File: config.mk
export PLATFORM = sky130hd
export DESIGN_NAME = dcache_ctrl
export DESIGN_NICKNAME = d
export VERILOG_FILES = /design/src/rtl/dcache_ctrl.sv
export SDC_FILE = /design/constraint.sdc
export NUM_CORES = 1
export LEC_CHECK = 0
export CAP_MARGIN = 15
export CORE_MARGIN = 2
export CORE_UTILIZATION = 40
export DETAILED_ROUTE_END_ITERATION = 8
export SYNTH_ARGS = -nofsm -noshare
export SYNTH_HDL_FRONTEND = slang
export SYNTH_SLANG_ARGS = --single-unit
File: constraint.sdc
create_clock -name clk -period 7.2 [get_ports clk]
set_input_delay 1.08 -clock clk [delete_from_list [all_inputs] [get_ports clk]]
set_output_delay 1.08 -clock clk [all_outputs]
set_load 0.05 [all_outputs]
File: src/rtl/dcache_ctrl.sv
// rtl/dcache_ctrl.sv - direct-mapped, write-through, no-write-allocate data-cache controller.
// Define CACHE_STATS_EN to add the hit_cnt/miss_cnt statistics outputs.
module dcache_ctrl #(
  parameter int ADDR_WIDTH  = 32,
  parameter int DATA_WIDTH  = 32,
  parameter int INDEX_WIDTH = 3
) (
  input  logic                  clk,
  input  logic                  rst_n,
  input  logic                  req_valid,
  input  logic                  req_we,
  input  logic [ADDR_WIDTH-1:0] req_addr,
  input  logic [DATA_WIDTH-1:0] req_wdata,
  output logic [DATA_WIDTH-1:0] rdata,
  output logic                  stall,
  input  logic                  flush,
  output logic                  mem_req_valid,
  input  logic                  mem_req_ready,
  output logic                  mem_we,
  output logic [ADDR_WIDTH-1:0] mem_addr,
  output logic [DATA_WIDTH-1:0] mem_wdata,
  input  logic                  mem_rsp_valid,
  input  logic [DATA_WIDTH-1:0] mem_rsp_data
`ifdef CACHE_STATS_EN
  ,
  output logic [31:0]           hit_cnt,
  output logic [31:0]           miss_cnt
`endif
);

  localparam int LINES = 1 << INDEX_WIDTH;
  localparam int TAG_W = ADDR_WIDTH - INDEX_WIDTH - 2;

  typedef enum logic [2:0] {S_IDLE, S_RD_REQ, S_RD_WAIT, S_WR_REQ, S_DONE} state_t;

  state_t state, state_nx;

  logic [LINES-1:0]      valid;
  logic [TAG_W-1:0]      tags  [LINES];
  logic [DATA_WIDTH-1:0] lines [LINES];
  logic [DATA_WIDTH-1:0] fill;

  logic [INDEX_WIDTH-1:0] req_idx, mem_idx;
  logic [TAG_W-1:0]       req_tag, mem_tag;
  logic                   req_hit, mem_hit, handshake;
  logic                   start_rd, start_wr, do_flush, do_fill, do_wr_hit, ld_hit;
  logic [1:0]             unused_lsb;

  assign unused_lsb = req_addr[1:0];
  assign req_idx    = req_addr[INDEX_WIDTH+1:2];
  assign req_tag    = req_addr[ADDR_WIDTH-1:INDEX_WIDTH+2];
  // Transactions in flight index the array through the registered address.
  assign mem_idx    = mem_addr[INDEX_WIDTH+1:2];
  assign mem_tag    = mem_addr[ADDR_WIDTH-1:INDEX_WIDTH+2];
  assign req_hit    = valid[req_idx] && (tags[req_idx] == req_tag);
  assign mem_hit    = valid[mem_idx] && (tags[mem_idx] == mem_tag);
  assign handshake  = mem_req_valid && mem_req_ready;

  always_ff @(posedge clk or negedge rst_n) begin
    if (!rst_n) state <= S_IDLE;
    else        state <= state_nx;
  end

  always_comb begin
    state_nx  = state;
    stall     = 1'b0;
    rdata     = '0;
    start_rd  = 1'b0;
    start_wr  = 1'b0;
    do_flush  = 1'b0;
    do_fill   = 1'b0;
    do_wr_hit = 1'b0;
    ld_hit    = 1'b0;
    case (state)
      S_IDLE: begin
        if (req_valid) begin
          if (req_we) begin
            stall    = 1'b1;
            start_wr = 1'b1;
            state_nx = S_WR_REQ;
          end else if (req_hit) begin
            rdata  = lines[req_idx];
            ld_hit = 1'b1;
          end else begin
            stall    = 1'b1;
            start_rd = 1'b1;
            state_nx = S_RD_REQ;
          end
        end else if (flush) begin
          do_flush = 1'b1;
        end
      end
      S_RD_REQ: begin
        stall = 1'b1;
        if (handshake) state_nx = S_RD_WAIT;
      end
      S_RD_WAIT: begin
        stall = 1'b1;
        if (mem_rsp_valid) begin
          do_fill  = 1'b1;
          state_nx = S_DONE;
        end
      end
      S_WR_REQ: begin
        stall = 1'b1;
        if (handshake) begin
          do_wr_hit = mem_hit;
          state_nx  = S_DONE;
        end
      end
      S_DONE: begin
        if (!mem_we) rdata = fill;
        state_nx = S_IDLE;
      end
      default: state_nx = S_IDLE;
    endcase
  end

  always_ff @(posedge clk or negedge rst_n) begin
    if (!rst_n) begin
      mem_req_valid <= 1'b0;
      mem_we        <= 1'b0;
      mem_addr      <= '0;
      mem_wdata     <= '0;
      valid         <= '0;
      fill          <= '0;
    end else begin
      if (start_rd || start_wr) begin
        mem_req_valid <= 1'b1;
        mem_we        <= start_wr;
        mem_addr      <= {req_addr[ADDR_WIDTH-1:2], 2'b00};
        mem_wdata     <= start_wr ? req_wdata : mem_wdata;
      end else if (handshake) begin
        mem_req_valid <= 1'b0;
      end
      if (do_flush) valid <= '0;
      else if (do_fill) valid[mem_idx] <= 1'b1;
      if (do_fill) fill <= mem_rsp_data;
    end
  end

  always_ff @(posedge clk) begin
    if (do_fill) begin
      tags[mem_idx]  <= mem_tag;
      lines[mem_idx] <= mem_rsp_data;
    end else if (do_wr_hit) begin
      lines[mem_idx] <= mem_wdata;
    end
  end

`ifdef CACHE_STATS_EN
  always_ff @(posedge clk or negedge rst_n) begin
    if (!rst_n) begin
      hit_cnt  <= '0;
      miss_cnt <= '0;
    end else begin
      if (ld_hit)   hit_cnt  <= hit_cnt + 32'd1;
      if (start_rd) miss_cnt <= miss_cnt + 32'd1;
    end
  end
`endif

endmodule

### Yosys cells after proc, flatten, opt, wreduce, memory -nomap -nowiden

Memories as Yosys holds them, arrays and structs flattened.
Index checks and enable logic that the tools add are counted.

* order comparisons: 3
* equality and inequality tests: 11
* muxes and demuxes: 45
* bitwise operators: 2
* reductions and logical operators: 11

Operators with widths (count)
* two-way mux 32 bit: 5
* case mux 32 bit (2 select lines): 1
* == test 27 bit: 2
* two-way mux 1 bit: 26
* two-way mux 3 bit: 6
* two-way mux 8 bit: 2
* case mux 3 bit (4 select lines): 1
* < comparator 3 x 4 -> 1 bit, second input constant: 2
* inequality test 2 bit, second input constant: 4
* bitwise OR 8 bit: 1
* binary-select mux 1 bit (select 3 bit): 2
* == test 3 x 2 -> 1 bit, second input constant: 2
* AND reduction 5 bit: 1
* logical AND 1 bit: 4
* nonzero test 2 bit: 2
* demux 1 bit (select 3 bit): 1
* == test 3 x 1 -> 1 bit, second input constant: 1
* == test 3 bit, second input constant: 1
* >= comparator 3 x 1 -> 1 bit, second input constant: 1
* logical NOT 3 bit: 1
* inequality test 3 bit, second input constant: 1
* OR reduction 3 bit: 1
* case mux 1 bit (2 select lines): 1
* AND reduction 2 bit: 1
* 2 further kinds: 2

* flip-flop bits (word level): 107
* bits in writable memories: 472
* bits of input ports: 103
* output and inout bits: 99
* word-level logic and storage cells: 81
* memories kept: 2

Memories
* lines: depth 8, width 32, read ports 1, clocked after Yosys merged registers in 0, wr ports 1, RTL line 40 `logic [DATA_WIDTH-1:0] lines [LINES];`
* tags: depth 8, width 27, read ports 2, clocked after Yosys merged registers in 0, wr ports 1, RTL line 39 `logic [TAG_W-1:0] tags [LINES];`

### Longest topological paths before layout

Gate-level depths: netlist (run 1).

* depth after elaboration: 9
* mapped depth: 14
* depth with buffers taken out: 8

### Worst setup path before layout (run 1)

Ideal clock, no wire load.

* kind: reg-to-reg
* start point: register mem_addr[4]
* end point: memory lines[1][0] (enable)
* setup time: 0.470 ns
* data arrival time: 5.336 ns
* required time: 6.730 ns
* slack: 1.394 ns
* stages on the path, launching flop included: 12
* path buffers: 3
* period minus slack after synthesis: 5.806 ns
* cell sequence: dfrtp_1 buf_4 mux2_1 a221oi_1 o221ai_1 xor2_1 nor4_2 nand4_1 or4_1 buf_2 buf_6 a211oi_1

* word-level cells in the longest chain between the ends: 9
* elaborated cells on any way between the ends: 11
* those cells by class: eq/ne: 1; mux: 7; bitwise: 1; reduce/logical: 1; memory: 1

RTL lines
* start: declaration: RTL line 20 `output logic [ADDR_WIDTH-1:0] mem_addr,`
* start signal: assignment: RTL line 131 `mem_addr <= {req_addr[ADDR_WIDTH-1:2], 2'b00};`
* memory (8 x 27 bit) / binary-select mux 1 bit (select 3 bit) (equally long branches)
* == test 27 bit / two-way mux 1 bit (equally long branches): RTL line 56 `assign mem_hit = valid[mem_idx] && (tags[mem_idx] == mem_tag);`
* logical AND 1 bit: RTL line 56
* two-way mux 1 bit: RTL line 106 `if (handshake) begin`
* two-way mux 1 bit: RTL line 74 `case (state)`
* two-way mux 1 bit: RTL line 146 `end else if (do_wr_hit) begin`
* two-way mux 1 bit: RTL line 143 `if (do_fill) begin`
* two-way mux 1 bit (not written as such): RTL line 147 `lines[mem_idx] <= mem_wdata;`
* bitwise OR 1 bit (no source line)
* end: declaration: RTL line 40

Several ways; a longest one is shown, not always the timed one. The select of a mux whose other input is x is not followed.

### Worst setup path in the final report (run 1)

* start point: input req_addr[3]
* end point: output stall

* word-level cells in the longest chain between the ends: 7
* elaborated cells on any way between the ends: 9
* those cells by class: eq/ne: 1; mux: 6; reduce/logical: 1; memory: 1

RTL lines
* start: declaration: RTL line 12 `input logic [ADDR_WIDTH-1:0] req_addr,`
* memory (8 x 27 bit) / binary-select mux 1 bit (select 3 bit) (equally long branches)
* == test 27 bit / two-way mux 1 bit (equally long branches): RTL line 55 `assign req_hit = valid[req_idx] && (tags[req_idx] == req_tag);`
* logical AND 1 bit *: RTL line 55
* two-way mux 1 bit *: RTL line 81 `end else if (req_hit) begin`
* two-way mux 1 bit *: RTL line 77 `if (req_we) begin`
* two-way mux 1 bit *: RTL line 76 `if (req_valid) begin`
* case mux 1 bit (2 select lines) *: RTL line 74
* end: declaration: RTL line 15 `output logic stall,`

Every way passes the cells marked *; elsewhere a longest branch is shown, timed or not. The select of a mux whose other input is x is not followed.

==> results of run 1 <==
-- final cells by class --
cell class / instances / area (sq um)
antenna: 1 / 2.50
tap: 846 / 1060
clock inverter: 31 / 380
fill: 5217 / 32000
clock buffer: 82 / 1630
inverter: 6 / 22.5
sequential: 579 / 16900
timing repair buffer: 245 / 2680
multi-input combinational: 806 / 8100
-- cell usage in the layout, fill, tap and decap left out, types with 18 or more instances in the layout --
cell type / netlist / routed
a221oi_1: 18 / 18
buf_12: 0 / 34
clkdlybuf4s50_1: 0 / 161
nand2_1: 145 / 143
edfxtp_1: 472 / 472
clkbuf_16: 0 / 60
xor2_1: 30 / 30
mux2i_1: 109 / 109
dfrtp_1: 107 / 104
mux2_2: 88 / 88
mux2_4: 33 / 33
buf_4: 10 / 47
a22oi_1: 23 / 23
o21ai_0: 43 / 43
mux4_2: 115 / 115
-- power by group through the flow --
stage               combinational (mW)  clock, mW  sequential (mW)
floorplan                         1.60          0             5.27
global placement                  3.33          0             4.81
detailed placement                3.35          0             4.84
CTS                               3.36       3.21             4.77
global route                      3.53       3.34             4.85
finish                            3.34       3.14             4.77
-- cells by family after synthesis --
logic type / Yosys count / share of synthesized area
DFF: 579 / 0.667
muxes: 348 / 0.206
buffers and inverters: 97 / 0.0192
AOI/OAI and AO/OA: 165 / 0.0463
xor gates and xnor gates: 47 / 0.0163
and+or+nand+nor: 244 / 0.0455
other: 1 / 0.000148
-- per-layer routing --
metal	wire length (um)	GRT usage	vias to the layer above
met1	28100	0.273	7720
met4	1290	0.0564	4
li1	-	-	6324
met2	32800	0.339	489
met5	27	0	-
met3	3700	0.0287	92
-- how the worst max path moves through the flow --
| stage | depth (start not counted) | slack [ns] | to |
|---|---|---|---|
| floorplan | 11 | 1.39 | lines[1][0] |
| global placement | 11 | 1.10 | stall |
| detailed placement | 11 | 1.12 | stall |
| CTS | 11 | 1.07 | stall |
| global route | 11 | 0.84 | stall |
| finish | 11 | 1.10 | stall |
-- stage by stage --
stage	instance area [sq um]	worst slack, ns	total power [mW]	utilization
4_1_cts	30700	1.07	11.3	0.490
5_1_grt	30700	0.837	11.7	0.490
6_report	30700	1.10	11.3	0.490
3_5_place_dp	28700	1.12	8.18	0.458
3_3_place_gp	28700	1.10	8.14	0.458
2_1_floorplan	25300	1.39	6.87	-
-- registers in the layout, summed over array words and instances, names as in the netlist --
name,cells
fill,32
lines,256
mem_addr,30
mem_req_valid,1
mem_wdata,32
mem_we,1
state,3
tags,216
valid,8
==> flow_summary_export.csv, run 1 <==
group,metric,value,unit
clocking,clkTransAtPathRegs,0.06,ns
floorplanning,initial_utilization,0.403,
clocking,ctsResizeCount,0,
placement,hpwl,39.3,mm
worst_setup_path,path_delay_family,"buffers and inverters",
placement,placed_cells,2482,
power,p_per_area,366,nW/um^2
power,power.leakage,10.8,nW
drt,vias,14600,
finish,layout-drive-gt1-share,0.253,
power,switching_share,0.345,
drt,drc_errors,0,
global_routing,grt_start_max_net_pins,60,
worst_setup_path,critPathMaxStageDelay,0.72,ns
timing,skew,0.0594,ns
worst_setup_path,crit_path_end_kind,"output pin",
finish,nets,1801,
clocking,numCtsBuffers,60,
timing,worst_slew_pin_slew,1.15,ns
power,ir_drop,230,uV
logic_synthesis,synthDominantCellAreaShare,0.561,
global_routing,grt_pass1_vias,15200,
power,p_comb_frac,0.297,
logic_synthesis,synth_common_cells,"edfxtp_1, nand2_1, mux4_2, mux2i_1, dfrtp_1",
floorplanning,rows,92,
power,clockPowerShare,0.279,
global_routing,grt.total_usage,0.201,
clocking,cts_tree,"done",
logic_synthesis,yosysMostFrequentCell,"edfxtp_1",
clocking,clk_latency,0.66,ns
drt,via_per_inst,5.64,
worst_setup_path,r2r_cells,9,
timing,fin_crit_sh,0.847,
clocking,cts_buffer_depth,3,
drt,wirelength,65.9,mm
worst_setup_path,r2r-start,"mem_addr[3]",
logic_synthesis,ys_warn_count,0,
power,p_switching,3.88,mW
timing,hold_violations,0,
clocking,htreeDepth,2,
clocking,cts.sinks,579,
floorplanning,dieArea,65200,sq um
worst_setup_path,cpMaxStageDelayCell,"clkdlybuf4s50_1",
logic_synthesis,synth_edf_count,472,
power,p_seq_frac,0.424,
min_path,min_path_type,"input port to asynchronous set/reset pin",
logic_synthesis,ys_seq_area_frac,0.667,
clocking,cts_setup_buffers,0,
timing,max_freq,0.164,GHz
timing,whs,0.413,ns
worst_setup_path,cp_max_fo,35,
logic_synthesis,synth_cells,1481,
logic_synthesis,ys_top_cells_by_area,"edfxtp_1, dfrtp_1, mux4_2, mux2i_1, mux2_2",
worst_setup_path,path_buf_inv,3,
logic_synthesis,syn_area,25300,sq um
drt,ant_nets,0,
worst_setup_path,r2r-end,"lines[6][24]",
timing,relSlewSlack,0.230,
timing,drv_slew,0,
clocking,cts.hold.buffers_added,0,
worst_setup_path,worstSetupStartpoint,"req_addr[3]",
worst_setup_path,worst_ep_arrival_time,5.02,ns
logic_synthesis,synth-seq-cells,579,
logic_synthesis,ys.flop_type,"edfxtp_1",
clocking,ctsRootBufferMaster,"clkbuf_16",
timing,finalSetupViolCount,0,
drt,wl_per_cell,25.4,um
floorplanning,die_h,255,um
worst_setup_path,rrSetupSlack,1.84,ns
drt,drtIter0Drc,1182,
worst_setup_path,cp.required,6.12,ns
finish,final_cells,2596,
worst_setup_path,cp_cell_sequence,"buf_4 -> buf_4 -> mux2i_1 -> nand3b_1 -> nand4_1 -> xor2_1 -> nor4bb_1 -> nand4_1 -> a211oi_1 -> nor2_1 -> clkdlybuf4s50_1",
outcome,status,"finished, final reports clean",
logic_synthesis,syn_area_per_cell,17.1,sq um
drt,drt-pass1-iter-count,5,
timing,tns,0,ns
placement,place_congestion,0.855,
logic_synthesis,synth-async-reset-ratio,0.185,
run,maxCapViolations,0,
logic_synthesis,synth_top_area_cell,"edfxtp_1",
worst_setup_path,start_kind,"input port",
finish,syn2layout_area_growth,21.6,%
floorplanning,top_level_ports,202,
logic_synthesis,synth_cell_type_count,60,
global_routing,grt_pass1_wl,98.2,mm
global_routing,antenna_found_initial,3,
power,p_int,7.37,mW
timing,min_period,6.10,ns
placement,numPortBuffers,197,
worst_setup_path,critical_path_class,"input port to output pin",
floorplanning,core-area,62700,sq um
timing,rsz0062_at_grt,"no",
global_routing,grt-ovfl-total,0,
floorplanning,die_x,255,um
No activity file was read; power rests on OpenSTA's default activity.
==> inputs of run 2 (changes only) <==
==> constraint.sdc (replaced) <==
create_clock -name clk -period 5.95 [get_ports clk]
set_input_delay 0.8925 -clock clk [delete_from_list [all_inputs] [get_ports clk]]
set_output_delay 0.8925 -clock clk [all_outputs]
set_load 0.05 [all_outputs]
==> run 2 against run 1 <==
Net effect:
- sequential share of layout area is 0.26 points lower
- register-to-register slack worse by 0.80 ns
- worst hold slack worse by 0.23 ns
- worst setup slack worse by 0.36 ns
- first-iteration DRC count is 3.2% higher
- global-route usage is 0.053 points lower
- design area is 0.48% higher
- total power is 20% higher
==> flow_summary_export.csv, run 2 (synthesized netlist as in run 1, its figures left out) <==
group,metric,value,unit
outcome,status,"finished, final reports clean",
finish,final_cells,2611,
clocking,ctsRootBufferMaster,"clkbuf_16",
clocking,htreeDepth,2,
floorplanning,rows,92,
clocking,cts_setup_buffers,0,
power,p_per_area,436,nW/um^2
timing,max_freq,0.192,GHz
timing,relSlewSlack,0.283,
clocking,cts.hold.buffers_added,0,
drt,wl_met3,4.11,mm
power,p_switching,4.72,mW
floorplanning,core-area,62700,sq um
floorplanning,initial_utilization,0.403,
timing,skew,0.0342,ns
global_routing,grt-ovfl-total,0,
finish,largest_reg_flops,256,
placement,hpwl,40.4,mm
finish,layout_commonest_cell,"edfxtp_1",
global_routing,grt_pass1_wl,98.4,mm
drt,dr_wl_met2,31.8,mm
power,power.total,13.5,mW
floorplanning,die_x,255,um
clocking,cts_buffer_depth,3,
drt,drc_errors,0,
drt,drtIter0Drc,1220,
timing,drv_slew,0,
power,p_seq_frac,0.430,
clocking,cts.sinks,579,
worst_setup_path,start_kind,"input port",
finish,final_cell_area,30900,sq um
power,ir_drop,296,uV
global_routing,grt_start_max_net_pins,57,
power,power.leakage,10.8,nW
floorplanning,die_h,255,um
run,maxCapViolations,0,
placement,place_congestion,0.821,
timing,finalSetupViolCount,0,
finish,layout-drive-gt1-share,0.261,
drt,drt-met1-wl,28.7,mm
drt,via_per_inst,5.61,
drt,vias,14700,
drt,routed.top_layer,"met5",
timing,worst_slew_pin_slew,1.07,ns
power,clockPowerShare,0.269,
worst_setup_path,crit_path_end_kind,"output pin",
floorplanning,top_level_ports,202,
floorplanning,dieArea,65200,sq um
drt,wirelength,66.3,mm
global_routing,grt.total_usage,0.201,
drt,wl_per_cell,25.4,um
worst_setup_path,worst_ep_arrival_time,4.32,ns
placement,place_ws,0.756,ns
drt,drt-pass1-iter-count,5,
clocking,ctsResizeCount,0,
timing,layout_setup_ws,0.737,ns
worst_setup_path,cp.required,5.06,ns
timing,hold_violations,0,
clocking,numCtsBuffers,60,
clocking,cts_tree,"done",
global_routing,antenna_found_initial,4,
min_path,min_path_type,"input port to asynchronous set/reset pin",
timing,rsz0062_at_grt,"no",
drt,ant_nets,0,
finish,final_cell_mix,"edfxtp_1, clkdlybuf4s50_1, nand2_1",
power,switching_share,0.351,
finish,top_register,"lines",
timing,tns,0,ns
placement,place_area,29000,sq um
placement,placed_cells,2497,
worst_setup_path,critical_path_class,"input port to output pin",
finish,nets,1816,
worst_setup_path,cp_max_fo,30,
power,p_int,8.74,mW
timing,fin_crit_sh,0.876,
worst_setup_path,rrSetupSlack,1.04,ns
global_routing,grt_pass1_vias,15200,
clocking,clkTransAtPathRegs,0.06,ns
finish,syn2layout_area_growth,22.2,%
clocking,clk_latency,0.64,ns
timing,min_period,5.21,ns
power,p_comb_frac,0.301,
placement,numPortBuffers,197,
finish,reg_top3,"lines: 256 flops, tags: 216 flops",
[run 2: cell count changes in the layout (fill, tap and decap cells not counted), sizes merged]
cell	before	now
clkinv	22	26
bufinv	6	2
clkbuf	82	79
inv	7	8
clkdlybuf4s50	161	160
clkinvlp	2	4
buf	84	100
[run 2: cell type report]
cell class              count  area, sq um
multi-input cells         806         8100
fillers                  5177        31900
flip-flops and latches    579        16900
clock inverters            34          300
diodes                      1         2.50
well taps                 846         1060
inverters                   6         22.5
clock buffers              79         1600
repair buffers            260         2940
[run 2: worst max-delay path: stages]
cell	delay, ns
buf_4	0.31
buf_4	0.49
mux4_2	0.56
mux2i_1	0.22
xor2_1	0.42
o2111ai_1	0.18
nor4b_1	0.30
nand4_1	0.28
a211oi_1	0.32
nor2_1	0.11
buf_4	0.20
[run 2: metal layers]
metal,GRT usage,up-vias
met5,0,-
met4,0.0585,4
met3,0.0402,122
met2,0.325,451
met1,0.276,7727
li1,-,6354
[run 2: worst paths after layout]
kind / start / to / depth (start not counted)
max in group asynchronous: rst_n / mem_req_valid / 2
setup / recovery: req_addr[3] / stall / 11
hold reg to reg: fill[1] / fill[1] / 2
hold / removal: rst_n / mem_wdata[9] / 1
setup reg to reg: mem_addr[3] / lines[2][6] / 9
min in group clk: fill[1] / fill[1] / 2
[run 2: per-stage QoR]
| stage | hold slack (ns) | utilization |
|---|---|---|
| CTS | 0.196 | 0.492 |
| detailed placement | 0.463 | 0.462 |
| global route | 0.212 | 0.492 |
| floorplan | 0.446 | - |
| finish | 0.185 | 0.492 |
| global placement | 0.458 | 0.462 |
[run 2: power by group through the flow]
stage | Clock [mW] | Sequential [mW] | Combinational (mW)
2_1_floorplan | 0 | 6.37 | 1.94
4_1_cts | 3.69 | 5.79 | 4.08
6_report | 3.62 | 5.79 | 4.06
3_5_place_dp | 0 | 5.87 | 4.06
3_3_place_gp | 0 | 5.83 | 4.04
5_1_grt | 3.84 | 5.88 | 4.28
==> inputs of run 3 (changes only) <==
--- a/config.mk
+++ b/config.mk
@@ -9,6 +9,7 @@
 export CORE_MARGIN = 2
 export CORE_UTILIZATION = 40
 export DETAILED_ROUTE_END_ITERATION = 8
+export RECOVER_POWER = 100
 export SYNTH_ARGS = -nofsm -noshare
 export SYNTH_HDL_FRONTEND = slang
 export SYNTH_SLANG_ARGS = --single-unit
==> run 3 against run 2 <==
Net effect:
- the flow now finishes with violations (max-capacitance violations, max-slew violations)
- flip-flop and latch count unchanged
- sequential share of layout area grew 0.49 points
- final cell count unchanged
- via count barely moved
- clock power is essentially flat
- worst setup slack lost 0.22 ns
- register-to-register slack worse by 0.47 ns
- clock skew grew 0.0033 ns
- first-iteration DRC count fell by 2.9%
- critical path type unchanged
- largest cell class unchanged
- largest power group unchanged
==> flow_summary_export.csv, run 3 (synthesized netlist as in run 1, its figures left out) <==
group,metric,value,unit
placement,place_ws,0.756,ns
floorplanning,rows,92,
timing,relSlewSlack,-1.27,
floorplanning,die_x,255,um
drt,vias,14700,
run,maxCapViolations,8,
worst_setup_path,worstSetupStartpoint,"req_addr[4]",
timing,worst_slew_pin_slew,3.41,ns
clocking,ctsRootBufferMaster,"clkbuf_16",
clocking,cts_tree,"done",
clocking,ctsResizeCount,0,
drt,drtIter0Drc,1185,
finish,largest_reg_flops,256,
outcome,status,"finished, violations left",
placement,place_area,29000,sq um
power,ir_drop,290,uV
floorplanning,die_h,255,um
worst_setup_path,cp.required,5.06,ns
worst_setup_path,cpMaxStageDelayCell,"clkbuf_4",
global_routing,grt_pass1_vias,15200,
timing,min_period,5.43,ns
worst_setup_path,worst_ep_arrival_time,4.54,ns
worst_setup_path,r2r-end,"lines[7][2]",
clocking,cts_setup_buffers,0,
finish,final_cell_mix,"edfxtp_1, nand2_1, mux4_2",
worst_setup_path,cp_cell_sequence,"clkbuf_4 -> buf_4 -> mux2i_1 -> a22oi_1 -> a21bo_2 -> nand3_1 -> or4b_1 -> nor4_1 -> nand4_1 -> buf_12 -> o21ai_0 -> clkbuf_1 -> buf_12",
finish,nets,1816,
power,power.leakage,10.6,nW
clocking,clkTransAtPathRegs,0.06,ns
min_path,min_from,"fill[1]",
clocking,numCtsBuffers,60,
min_path,whs_path_depth,2,
power,p_per_area,435,nW/um^2
drt,via_per_inst,5.62,
clocking,cts_buffer_depth,3,
floorplanning,core-area,62700,sq um
timing,rsz0062_at_grt,"no",
clocking,cts.hold.buffers_added,0,
drt,drc_errors,0,
min_path,min_path_type,"register to register",
timing,tns,0,ns
finish,reg_top3,"lines: 256 flops, tags: 216 flops",
placement,place_congestion,0.821,
clocking,cts.sinks,579,
placement,hpwl,40.4,mm
worst_setup_path,start_kind,"input port",
placement,placed_cells,2497,
global_routing,antenna_found_initial,5,
outcome,violations,"max-capacitance violations, max-slew violations",
floorplanning,dieArea,65200,sq um
drt,wl_per_cell,25.3,um
timing,whs,0.476,ns
timing,fin_crit_sh,0.913,
global_routing,grt-ovfl-total,0,
floorplanning,initial_utilization,0.403,
global_routing,grt_pass1_wl,98.4,mm
drt,ant_nets,0,
worst_setup_path,critical_path_class,"input port to output pin",
drt,wirelength,65.9,mm
worst_setup_path,path_buf_inv,5,
worst_setup_path,r2r_cells,9,
timing,skew,0.0375,ns
worst_setup_path,crit_path_end_kind,"output pin",
finish,final_cell_area,30600,sq um
timing,max_freq,0.184,GHz
timing,hold_violations,0,
finish,final_cells,2611,
global_routing,grt.total_usage,0.201,
clocking,htreeDepth,2,
finish,layout-drive-gt1-share,0.230,
floorplanning,top_level_ports,202,
placement,numPortBuffers,197,
worst_setup_path,rrSetupSlack,0.57,ns
finish,layout_commonest_cell,"edfxtp_1",
worst_setup_path,critPathMaxStageDelay,0.70,ns
timing,drv_slew,279,
worst_setup_path,crit_top_cell,"buf_12",
global_routing,grt_start_max_net_pins,57,
worst_setup_path,path_delay_family,"buffers and inverters",
finish,top_register,"lines",
clocking,clk_latency,0.65,ns
min_path,min_to,"fill[1]",
worst_setup_path,r2r-start,"mem_addr[3]",
timing,finalSetupViolCount,0,
worst_setup_path,cp_max_fo,48,
finish,syn2layout_area_growth,21.1,%
timing,layout_setup_ws,0.520,ns
drt,drt-pass1-iter-count,7,
run 3: area by class of cell:
class	count	area (sq um)
repair buffers	260	2870
multi-input cells	806	7890
fillers	5239	32100
well taps	846	1060
clock inverters	34	300
diodes	1	2.50
inverters	6	22.5
clock buffers	79	1600
flip-flops and latches	579	16900
run 3: tightest hold or removal path: cells and delay by family, from the launching register on:
family	cells	cell delay [ns]
and+or+nand+nor	2	0.10
DFF	1	0.34
run 3: worst max-delay path by stage:
stage | endpoint | slack, ns | cells after the start
floorplan | lines[1][0] | 0.14 | 11
global placement | stall | 0.78 | 11
detailed placement | stall | 0.76 | 11
CTS | stall | 0.72 | 11
global route | rdata[1] | 0.30 | 13
finish | rdata[14] | 0.52 | 13
run 3: stage by stage:
| stage | util | power [mW] |
|---|---|---|
| after detailed placement | 0.462 | 9.93 |
| after global placement | 0.462 | 9.88 |
| after global routing | 0.488 | 13.9 |
| after floorplan | - | 8.31 |
| after CTS | 0.492 | 13.6 |
| final | 0.488 | 13.3 |
run 3: where the power goes:
| group | internal, mW | switching, mW |
|---|---|---|
| Combinational | 1.51 | 2.43 |
| Clock | 2.00 | 1.62 |
| Sequential | 5.14 | 0.631 |
| Total | 8.64 | 4.68 |
run 3: metal layers:
| metal | global-route usage | share of wire | vias to the layer above |
|---|---|---|---|
| li1 | - | - | 6359 |
| met5 | 0 | 0.00062 | - |
| met2 | 0.325 | 0.48 | 494 |
| met1 | 0.276 | 0.42 | 7689 |
| met3 | 0.0402 | 0.070 | 119 |
| met4 | 0.0585 | 0.025 | 6 |
